[src/rtl/asic_poc_seq_if.sv]
// ---------------------------------------------------------------------------
// asic_poc_seq_if
//   Signal bundle between the power-on-control sequencer and its environment
//   (pad sense, software control, pad ring poc pin, core reset tree).
//
//   pwr_good    : async IO-supply-good from the pad sense
//   force_poc   : clk-domain software request to re-run the sequence
//   poc         : power-on control to the IO pads, 1 = pads held safe
//   core_rst    : active-high core reset
//   ready       : sequence complete, core running
//   state       : HOLD=0, WAIT_PG=1, RELEASE=2, RUN=3
//   fault_count : saturating brown-out count
//
//   slave  : sequencer side
//   master : environment side (drives pwr_good / force_poc)
// ---------------------------------------------------------------------------
interface asic_poc_seq_if;
    logic       pwr_good;
    logic       force_poc;
    logic       poc;
    logic       core_rst;
    logic       ready;
    logic [1:0] state;
    logic [7:0] fault_count;

    modport slave (
        input  pwr_good,
        input  force_poc,
        output poc,
        output core_rst,
        output ready,
        output state,
        output fault_count
    );

    modport master (
        output pwr_good,
        output force_poc,
        input  poc,
        input  core_rst,
        input  ready,
        input  state,
        input  fault_count
    );
endinterface

[src/rtl/asic_poc_seq.sv]
// ---------------------------------------------------------------------------
// asic_poc_seq
//   Power-on-control sequencer for the IO ring. Holds the pads safe (poc=1)
//   and the core in reset until a debounced supply-good is seen, then drops
//   poc and, RST_CYCLES later, releases the core. Brown-out or a software
//   request returns to HOLD.
//
//   Ports:
//     clk  : single clock
//     rst  : synchronous active-high reset
//     bus  : asic_poc_seq_if.slave (pwr_good, force_poc in;
//            poc, core_rst, ready, state, fault_count out)
//
//   Parameters:
//     POC_CYCLES (>=2) : cycles poc stays asserted after HOLD entry
//     DEBOUNCE   (>=1) : consecutive synchronized pwr_good high cycles
//     RST_CYCLES (>=1) : cycles from poc fall to core reset release
//
//   Build option:
//     ASIC_POC_FAULT_CNT_EN : when defined, fault_count is a saturating
//                             brown-out counter; otherwise it reads 0.
// ---------------------------------------------------------------------------
module asic_poc_seq #(
    parameter int POC_CYCLES = 64,
    parameter int DEBOUNCE   = 8,
    parameter int RST_CYCLES = 16
) (
    input  logic           clk,
    input  logic           rst,
    asic_poc_seq_if.slave  bus
);

    localparam int MAX_AB = (POC_CYCLES > DEBOUNCE) ? POC_CYCLES : DEBOUNCE;
    localparam int MAX_P  = (MAX_AB > RST_CYCLES) ? MAX_AB : RST_CYCLES;
    // cnt never exceeds the largest terminal value, MAX_P-1
    localparam int CW     = (MAX_P > 1) ? $clog2(MAX_P) : 1;

    localparam logic [CW-1:0] POC_TERM = CW'(POC_CYCLES - 1);
    localparam logic [CW-1:0] DEB_TERM = CW'(DEBOUNCE - 1);
    localparam logic [CW-1:0] RST_TERM = CW'(RST_CYCLES - 1);

    typedef enum logic [1:0] {
        HOLD    = 2'd0,
        WAIT_PG = 2'd1,
        RELEASE = 2'd2,
        RUN     = 2'd3
    } state_t;

    logic          sync1_q, sync1_d;
    logic          pg_s_q,  pg_s_d;
    state_t        state_q, state_d;
    logic [CW-1:0] cnt_q,   cnt_d;
    logic          poc_q,      poc_d;
    logic          core_rst_q, core_rst_d;
    logic          ready_q,    ready_d;
    logic          brownout;

    // supply lost while pads are already released
    assign brownout = ((state_q == RELEASE) || (state_q == RUN)) && !pg_s_q;

    always_comb begin
        sync1_d = bus.pwr_good;
        pg_s_d  = sync1_q;
        state_d = state_q;
        cnt_d   = cnt_q;

        if (bus.force_poc) begin
            state_d = HOLD;
            cnt_d   = '0;
        end else if (brownout) begin
            state_d = HOLD;
            cnt_d   = '0;
        end else begin
            case (state_q)
                HOLD: begin
                    if (cnt_q == POC_TERM) begin
                        state_d = WAIT_PG;
                        cnt_d   = '0;
                    end else begin
                        cnt_d = cnt_q + CW'(1);
                    end
                end
                WAIT_PG: begin
                    // any low sample restarts the debounce window
                    if (!pg_s_q) begin
                        cnt_d = '0;
                    end else if (cnt_q == DEB_TERM) begin
                        state_d = RELEASE;
                        cnt_d   = '0;
                    end else begin
                        cnt_d = cnt_q + CW'(1);
                    end
                end
                RELEASE: begin
                    if (cnt_q == RST_TERM) begin
                        state_d = RUN;
                        cnt_d   = '0;
                    end else begin
                        cnt_d = cnt_q + CW'(1);
                    end
                end
                RUN: begin
                    cnt_d = '0;
                end
                default: begin
                    state_d = HOLD;
                    cnt_d   = '0;
                end
            endcase
        end

        // outputs decode the next state so they move on the same edge
        poc_d      = (state_d == HOLD) || (state_d == WAIT_PG);
        core_rst_d = (state_d != RUN);
        ready_d    = (state_d == RUN);
    end

    always_ff @(posedge clk) begin
        if (rst) begin
            sync1_q    <= 1'b0;
            pg_s_q     <= 1'b0;
            state_q    <= HOLD;
            cnt_q      <= '0;
            poc_q      <= 1'b1;
            core_rst_q <= 1'b1;
            ready_q    <= 1'b0;
        end else begin
            sync1_q    <= sync1_d;
            pg_s_q     <= pg_s_d;
            state_q    <= state_d;
            cnt_q      <= cnt_d;
            poc_q      <= poc_d;
            core_rst_q <= core_rst_d;
            ready_q    <= ready_d;
        end
    end

`ifdef ASIC_POC_FAULT_CNT_EN
    logic [7:0] fault_q, fault_d;

    // force_poc wins over brown-out, so a forced exit is not a fault
    always_comb begin
        fault_d = fault_q;
        if (brownout && !bus.force_poc && (fault_q != 8'hFF))
            fault_d = fault_q + 8'd1;
    end

    always_ff @(posedge clk) begin
        if (rst) fault_q <= 8'h00;
        else     fault_q <= fault_d;
    end

    assign bus.fault_count = fault_q;
`else
    assign bus.fault_count = 8'h00;
`endif

    assign bus.poc      = poc_q;
    assign bus.core_rst = core_rst_q;
    assign bus.ready    = ready_q;
    assign bus.state    = state_q;

endmodule
[src/flat_wrapper.sv]
// flat-port wrapper written by rule: the top's interface ports become plain ports
module asic_poc_seq_flat 
#(
    parameter int POC_CYCLES = 64,
    parameter int DEBOUNCE   = 8,
    parameter int RST_CYCLES = 16
)
  (clk, rst, bus_pwr_good, bus_force_poc, bus_poc, bus_core_rst, bus_ready, bus_state, bus_fault_count);
  asic_poc_seq_if bus_i ();
  input  logic clk;
  input  logic rst;
  input wire logic [$bits(bus_i.pwr_good)-1:0] bus_pwr_good;
  input wire logic [$bits(bus_i.force_poc)-1:0] bus_force_poc;
  output wire logic [$bits(bus_i.poc)-1:0] bus_poc;
  output wire logic [$bits(bus_i.core_rst)-1:0] bus_core_rst;
  output wire logic [$bits(bus_i.ready)-1:0] bus_ready;
  output wire logic [$bits(bus_i.state)-1:0] bus_state;
  output wire logic [$bits(bus_i.fault_count)-1:0] bus_fault_count;
  assign bus_i.pwr_good = bus_pwr_good;
  assign bus_i.force_poc = bus_force_poc;
  assign bus_poc = bus_i.poc;
  assign bus_core_rst = bus_i.core_rst;
  assign bus_ready = bus_i.ready;
  assign bus_state = bus_i.state;
  assign bus_fault_count = bus_i.fault_count;
  asic_poc_seq #(.POC_CYCLES(POC_CYCLES), .DEBOUNCE(DEBOUNCE), .RST_CYCLES(RST_CYCLES)) u_core (.clk(clk), .rst(rst), .bus(bus_i));
endmodule
[config.mk]
export PLATFORM = sky130hd
export DESIGN_NAME = asic_poc_seq_flat
export DESIGN_NICKNAME = d
export VERILOG_FILES = /design/src/rtl/asic_poc_seq_if.sv /design/src/rtl/asic_poc_seq.sv /design/src/flat_wrapper.sv
export SDC_FILE = /design/constraint.sdc
export NUM_CORES = 1
export LEC_CHECK = 0
export CORE_AREA = 2 2 39 41
export DETAILED_ROUTE_END_ITERATION = 8
export DIE_AREA = 0 0 41 43
export PLACE_DENSITY = 0.77
export SKIP_LAST_GASP = 1
export SYNTH_ARGS = -nofsm -noshare
export SYNTH_HDL_FRONTEND = slang
export SYNTH_SLANG_ARGS = --single-unit
[constraint.sdc]
create_clock -name clk -period 3.3 [get_ports clk]
set_input_delay 0.66 -clock clk [delete_from_list [all_inputs] [get_ports clk]]
set_output_delay 0.66 -clock clk [all_outputs]
set_load 0.05 [all_outputs]
======== Word-level counts from Yosys, hierarchy flattened ========
Cells that the tools add are included.
cells by class
  add/subtract/negate cells ............... 1
  equal/unequal tests ..................... 9
  muxes and demuxes ....................... 12
  reductions and logical operators ........ 7
operators by type and width
  cell                                                 count
  2-to-1 mux 6 bit                                     4
  one-hot mux 6 bit (4 select lines)                   1
  2-to-1 mux 2 bit                                     6
  adder 6 x 1 -> 6 bit, second input constant          1
  equality test 2 bit, second input constant           3
  equality test 6 x 3 -> 1 bit, second input constant  1
  equality test 6 x 4 -> 1 bit, second input constant  1
  equality test 6 bit, second input constant           1
  one-hot mux 2 bit (3 select lines)                   1
  equality test 2 x 1 -> 1 bit, second input constant  2
  logical NOT 2 bit                                    2
  OR reduction 3 bit                                   1
  logical OR 1 bit                                     2
  != test 2 bit, second input constant                 1
  logical AND 1 bit                                    1
  logical NOT 1 bit                                    1
storage, ports and cells
  bits in registers ....................... 13
  output and inout port bits .............. 13

======== Logic depth before layout (Yosys ltp) ========
  depth after elaboration ................. 8
  mapped depth ............................ 5
  depth with buffers taken out ............ 5

======== Worst setup path before layout ========
Ideal clock, no wire load.
  path kind ............................... register to register
  start ................................... reg u_core.state_q[1], in the netlist u_core.bus.state[1]
  end ..................................... reg u_core.cnt_q[3]
  arrival time ............................ 1478 ps
  setup slack ............................. 1707 ps
  stages on the path, launching flop included .. 5
  buffers on the path ..................... 0
  period minus slack after synthesis ...... 1593 ps
  cells stage by stage .................... dfxtp_1 -> nand2_1 -> a2111oi_0 -> or3b_1 -> nor2_1
on the way
  word-level cells in the longest chain between the ends .. 4
  elaborated cells on any way between the ends .. 8
  classes of those cells .................. eq/ne: 3; mux: 1; reduce/logical: 4
RTL lines
  what                                 RTL line                                text
  start: declaration                   asic_poc_seq.sv:51                      state_t state_q, state_d;
  start signal: assignment             asic_poc_seq.sv:130                     state_q <= state_d;
  equality test 2 bit                  asic_poc_seq.sv:59, asic_poc_seq.sv:74
  logical OR 1 bit                     asic_poc_seq.sv:59                      assign brownout = ((state_q == RELEASE) || (state_q == RUN)) && !pg_s_q;
  logical AND 1 bit                    asic_poc_seq.sv:59
  OR reduction 3 bit (no source line)  n/a
  end signal: assignment               asic_poc_seq.sv:131                     cnt_q <= cnt_d;
  end: declaration                     asic_poc_seq.sv:52                      logic [CW-1:0] cnt_q, cnt_d;
Several ways; a longest one is shown, not always the timed one.
A chain may end at the register's enable or synchronous reset.

======== Worst setup path in the final report ========
  start ................................... reg u_core.state_q[1], in the netlist u_core.bus.state[1]
  end ..................................... out bus_state[1]
RTL lines
  what              RTL line            text
  end: declaration  flat_wrapper.sv:17  output wire logic [$bits(bus_i.state)-1:0] bus_state;
No word-level cell between the ends.

==> impl_metrics.xml <==
<?xml version="1.0" encoding="UTF-8"?>
<metrics>
  <group name="grt">
    <metric name="largest_net_degree_at_the_start_of_global_routing" unit="">8</metric>
    <metric name="first_global_vias" unit="">360</metric>
    <metric name="globalRouteOverflowTotal" unit="">0</metric>
    <metric name="number_of_antenna_violations_at_the_first_check_in_global_routing" unit="">0</metric>
    <metric name="grt_first_pass_wirelength" unit="µm">1460</metric>
    <metric name="grtUsageTotal" unit="%">12.8</metric>
  </group>
  <group name="sta">
    <metric name="tns" unit="ps">0</metric>
    <metric name="timing_worst_slew_pin_value" unit="ps">507</metric>
    <metric name="period_needed" unit="ps">2220</metric>
    <metric name="rsz0062_at_grt" unit="">no</metric>
    <metric name="timing.fmax" unit="MHz">451</metric>
    <metric name="timing.final.crit_share" unit="%">67.2</metric>
    <metric name="finalHoldViolations" unit="">0</metric>
    <metric name="setup-violations-final" unit="">0</metric>
    <metric name="skew" unit="ps">4.88</metric>
    <metric name="finalMaxSlewViolations" unit="">0</metric>
    <metric name="hold_ws" unit="ps">452</metric>
    <metric name="slew_headroom" unit="%">66.1</metric>
  </group>
  <group name="critical_path">
    <metric name="reg2reg_to" unit="">u_core.bus.core_rst</metric>
    <metric name="critPathCapture" unit="">bus_state[1]</metric>
    <metric name="setup_crit_path_kind" unit="">reg2out</metric>
    <metric name="worstPathMaxFanout" unit="">7</metric>
    <metric name="critical_path_required" unit="ps">2640</metric>
    <metric name="crit_buf_inv" unit="">1</metric>
    <metric name="reg2regPathDepth" unit="">5</metric>
    <metric name="crit_path_cell_trace" unit="">clkdlybuf4s50_1</metric>
    <metric name="crit_family" unit="">buffers and inverters</metric>
    <metric name="setup.worst_path.start" unit="">u_core.bus.state[1]</metric>
    <metric name="worstPathArrival" unit="ps">1560</metric>
    <metric name="cp_num_cells" unit="">1</metric>
    <metric name="end_kind" unit="">primary output</metric>
    <metric name="max_stage_delay" unit="ps">840</metric>
    <metric name="worst_path_max_delay_cell" unit="">sky130_fd_sc_hd__clkdlybuf4s50_1</metric>
    <metric name="critical_path.startpoint_type" unit="">flop</metric>
    <metric name="rr_startpoint" unit="">u_core.cnt_q[0]</metric>
    <metric name="timing.reg2reg.setup_slack" unit="ps">1780</metric>
  </group>
  <group name="floorplan">
    <metric name="die_h" unit="µm">43</metric>
    <metric name="initial_core_util" unit="%">44.2</metric>
    <metric name="core_area" unit="µm²">1380</metric>
    <metric name="chipWidth" unit="µm">41</metric>
    <metric name="top_level_ports" unit="">17</metric>
    <metric name="die_area" unit="µm²">1760</metric>
    <metric name="std_cell_rows" unit="">14</metric>
  </group>
  <group name="logic_synthesis">
    <metric name="netlist-cell-type-count" unit="">25</metric>
    <metric name="syn_area" unit="µm²">612</metric>
    <metric name="ys_seq_elements" unit="">13</metric>
    <metric name="synth_seq_area_share" unit="%">42.5</metric>
    <metric name="syn_area_per_cell" unit="µm²">9.56</metric>
    <metric name="warnings_synthesis" unit="">0</metric>
    <metric name="syn_inst" unit="">64</metric>
  </group>
  <group name="placed_design">
    <metric name="dp_hpwl" unit="µm">723</metric>
    <metric name="globalplace.congestion" unit="">0.831</metric>
    <metric name="post_place_cells" unit="">87</metric>
    <metric name="buffer_ports.inserted" unit="">8</metric>
  </group>
  <group name="status">
    <metric name="outcome" unit="">finished clean</metric>
  </group>
  <group name="routing">
    <metric name="drt_first_pass_iters" unit="">4</metric>
    <metric name="drt_iter0_markers" unit="">9</metric>
    <metric name="routed_wl" unit="µm">904</metric>
    <metric name="detail_route.wl_per_cell" unit="µm">9.93</metric>
    <metric name="remaining_drc_errors" unit="">0</metric>
    <metric name="ant_nets" unit="">0</metric>
    <metric name="vias_per_cell" unit="">4.73</metric>
    <metric name="route.vias.total" unit="">430</metric>
  </group>
  <group name="cells_and_area">
    <metric name="finalNetCount" unit="">81</metric>
    <metric name="antenna-diode-count" unit="">0</metric>
    <metric name="flow.area_growth_from_synthesis" unit="%">15.1</metric>
    <metric name="finish.cell_count_without_fillers" unit="">91</metric>
    <metric name="layout-drive-gt1-share" unit="%">9.33</metric>
  </group>
  <group name="min_path">
    <metric name="hold_path.class" unit="">reg2reg</metric>
  </group>
  <group name="cts">
    <metric name="clock_sink_count" unit="">13</metric>
    <metric name="cts_inserted_buffers" unit="">3</metric>
    <metric name="ctsResizeCount" unit="">0</metric>
    <metric name="tritoncts" unit="">done</metric>
    <metric name="number_of_h_tree_levels" unit="">1</metric>
    <metric name="postCtsSetupRepairBufs" unit="">0</metric>
    <metric name="cts_hold_repair.buffers" unit="">0</metric>
    <metric name="ctsRootBufferMaster" unit="">sky130_fd_sc_hd__clkbuf_4</metric>
    <metric name="cts.reportedPaths.clkPinSlew" unit="ps">80</metric>
    <metric name="insertion_delay" unit="ps">280</metric>
    <metric name="cts_buffer_depth" unit="">2</metric>
  </group>
  <group name="flow_run">
    <metric name="max-cap-violations" unit="">0</metric>
  </group>
  <group name="power">
    <metric name="cellLeakagePower" unit="nW">0.259</metric>
    <metric name="peakVddDrop" unit="mV">0.191</metric>
    <metric name="power-per-cell-area" unit="nW/µm²">410</metric>
  </group>
</metrics>
[cell families after synthesis]
| group | count (synthesis) | share of synthesized area (%) |
|---|---|---|
| xor+xnor | 4 | 5.73 |
| other cells | 1 | 0.613 |
| flops | 13 | 42.5 |
| compound gates | 4 | 6.95 |
| buf+inv | 12 | 12.3 |
| fa+ha+maj | 1 | 2.04 |
| simple gates | 29 | 29.9 |
[placed cells by master (no fill, tap or decap), types with 2 or more instances in the layout]
master and count:
sky130_fd_sc_hd__or3_1 2, sky130_fd_sc_hd__nor2b_1 2, sky130_fd_sc_hd__clkbuf_4 3, sky130_fd_sc_hd__nand2_1 5, sky130_fd_sc_hd__xor2_1 2, sky130_fd_sc_hd__inv_1 4
sky130_fd_sc_hd__nor2_1 7, sky130_fd_sc_hd__nor3_1 3, sky130_fd_sc_hd__clkdlybuf4s50_1 8, sky130_fd_sc_hd__nand3_1 2, sky130_fd_sc_hd__xnor2_1 2, sky130_fd_sc_hd__conb_1 8
sky130_fd_sc_hd__dfxtp_1 13
[stage by stage]
stage	area (µm²)	worst slack, ps	util [%]	power (mW)
detailed placement	678	1190	49.0	0.196
floorplan	638	1710	-	0.197
global placement	678	1210	49.0	0.196
global route	704	1020	50.9	0.304
CTS	704	1080	50.9	0.291
finish	704	1080	50.9	0.289
[synthesized netlist by cell type]
cell,count,area (µm²)
sky130_fd_sc_hd__dfxtp_1,13,260
sky130_fd_sc_hd__or2b_2,1,8.76
sky130_fd_sc_hd__nor2b_1,2,12.5
sky130_fd_sc_hd__nor2_8,1,20.0
sky130_fd_sc_hd__xor2_1,2,17.5
sky130_fd_sc_hd__nand4b_1,1,8.76
sky130_fd_sc_hd__a2111oi_0,1,8.76
sky130_fd_sc_hd__buf_4,8,60.1
sky130_fd_sc_hd__o2111ai_2,1,15.0
sky130_fd_sc_hd__nand2_1,5,18.8
sky130_fd_sc_hd__xnor2_1,2,17.5
sky130_fd_sc_hd__conb_1,1,3.75
sky130_fd_sc_hd__nand3_1,2,10.0
sky130_fd_sc_hd__nor4_1,1,6.26
sky130_fd_sc_hd__inv_1,4,15.0
sky130_fd_sc_hd__nand2b_1,1,6.26
sky130_fd_sc_hd__o211a_1,1,10.0
sky130_fd_sc_hd__nor2_1,7,26.3
sky130_fd_sc_hd__or3_1,2,12.5
sky130_fd_sc_hd__nor3_1,3,15.0
sky130_fd_sc_hd__ha_1,1,12.5
sky130_fd_sc_hd__nor3b_1,1,7.51
sky130_fd_sc_hd__a311oi_1,1,8.76
sky130_fd_sc_hd__or3b_1,1,8.76
sky130_fd_sc_hd__nor4_4,1,21.3
[worst min path at each step]
stage	start	to	slack, ps	cells after the start
after CTS	u_core.cnt_q[0]	u_core.cnt_q[0]	450	1
final	u_core.cnt_q[0]	u_core.cnt_q[0]	450	1
after floorplan	u_core.pg_s_d	u_core.pg_s_q	410	1
after global placement	u_core.pg_s_d	u_core.pg_s_q	440	1
after detailed placement	u_core.pg_s_d	u_core.pg_s_q	440	1
after global routing	u_core.pg_s_d	u_core.pg_s_q	470	1
[state kept, by name, summed over array words and instances, names as in the netlist]
register and count:
u_core.cnt_q 6, u_core.bus.state 2, u_core.bus.core_rst 1, u_core.bus.poc 1, u_core.bus.ready 1, u_core.pg_s_d 1, u_core.pg_s_q 1
[metal layers]
| layer | up-vias | part of all wire [%] | global-route usage (%) |
|---|---|---|---|
| met2 | 13 | 47 | 16.9 |
| li1 | 223 | - | - |
| met3 | 5 | 3.5 | 3.14 |
| met4 | 0 | 4.3 | 12.0 |
| met1 | 189 | 45 | 16.0 |
| met5 | - | 0 | 0 |
[power breakdown]
part	internal [mW]	switching, mW	total, mW
registers	0.159	0.00156	0.161
logic	0.00654	0.0252	0.0317
clock network	0.0469	0.0499	0.0968
total	0.212	0.0766	0.289
[area by class of cell]
cell class,count,area [µm²]
Sequential cell,13,260
Tap cell,16,20.0
Timing Repair Buffer,8,80.1
Clock buffer,4,26.3
Fill cell,142,679
Multi-Input combinational cell,46,303
Inverter,4,15.0
Power figures use the tool's default switching activity.
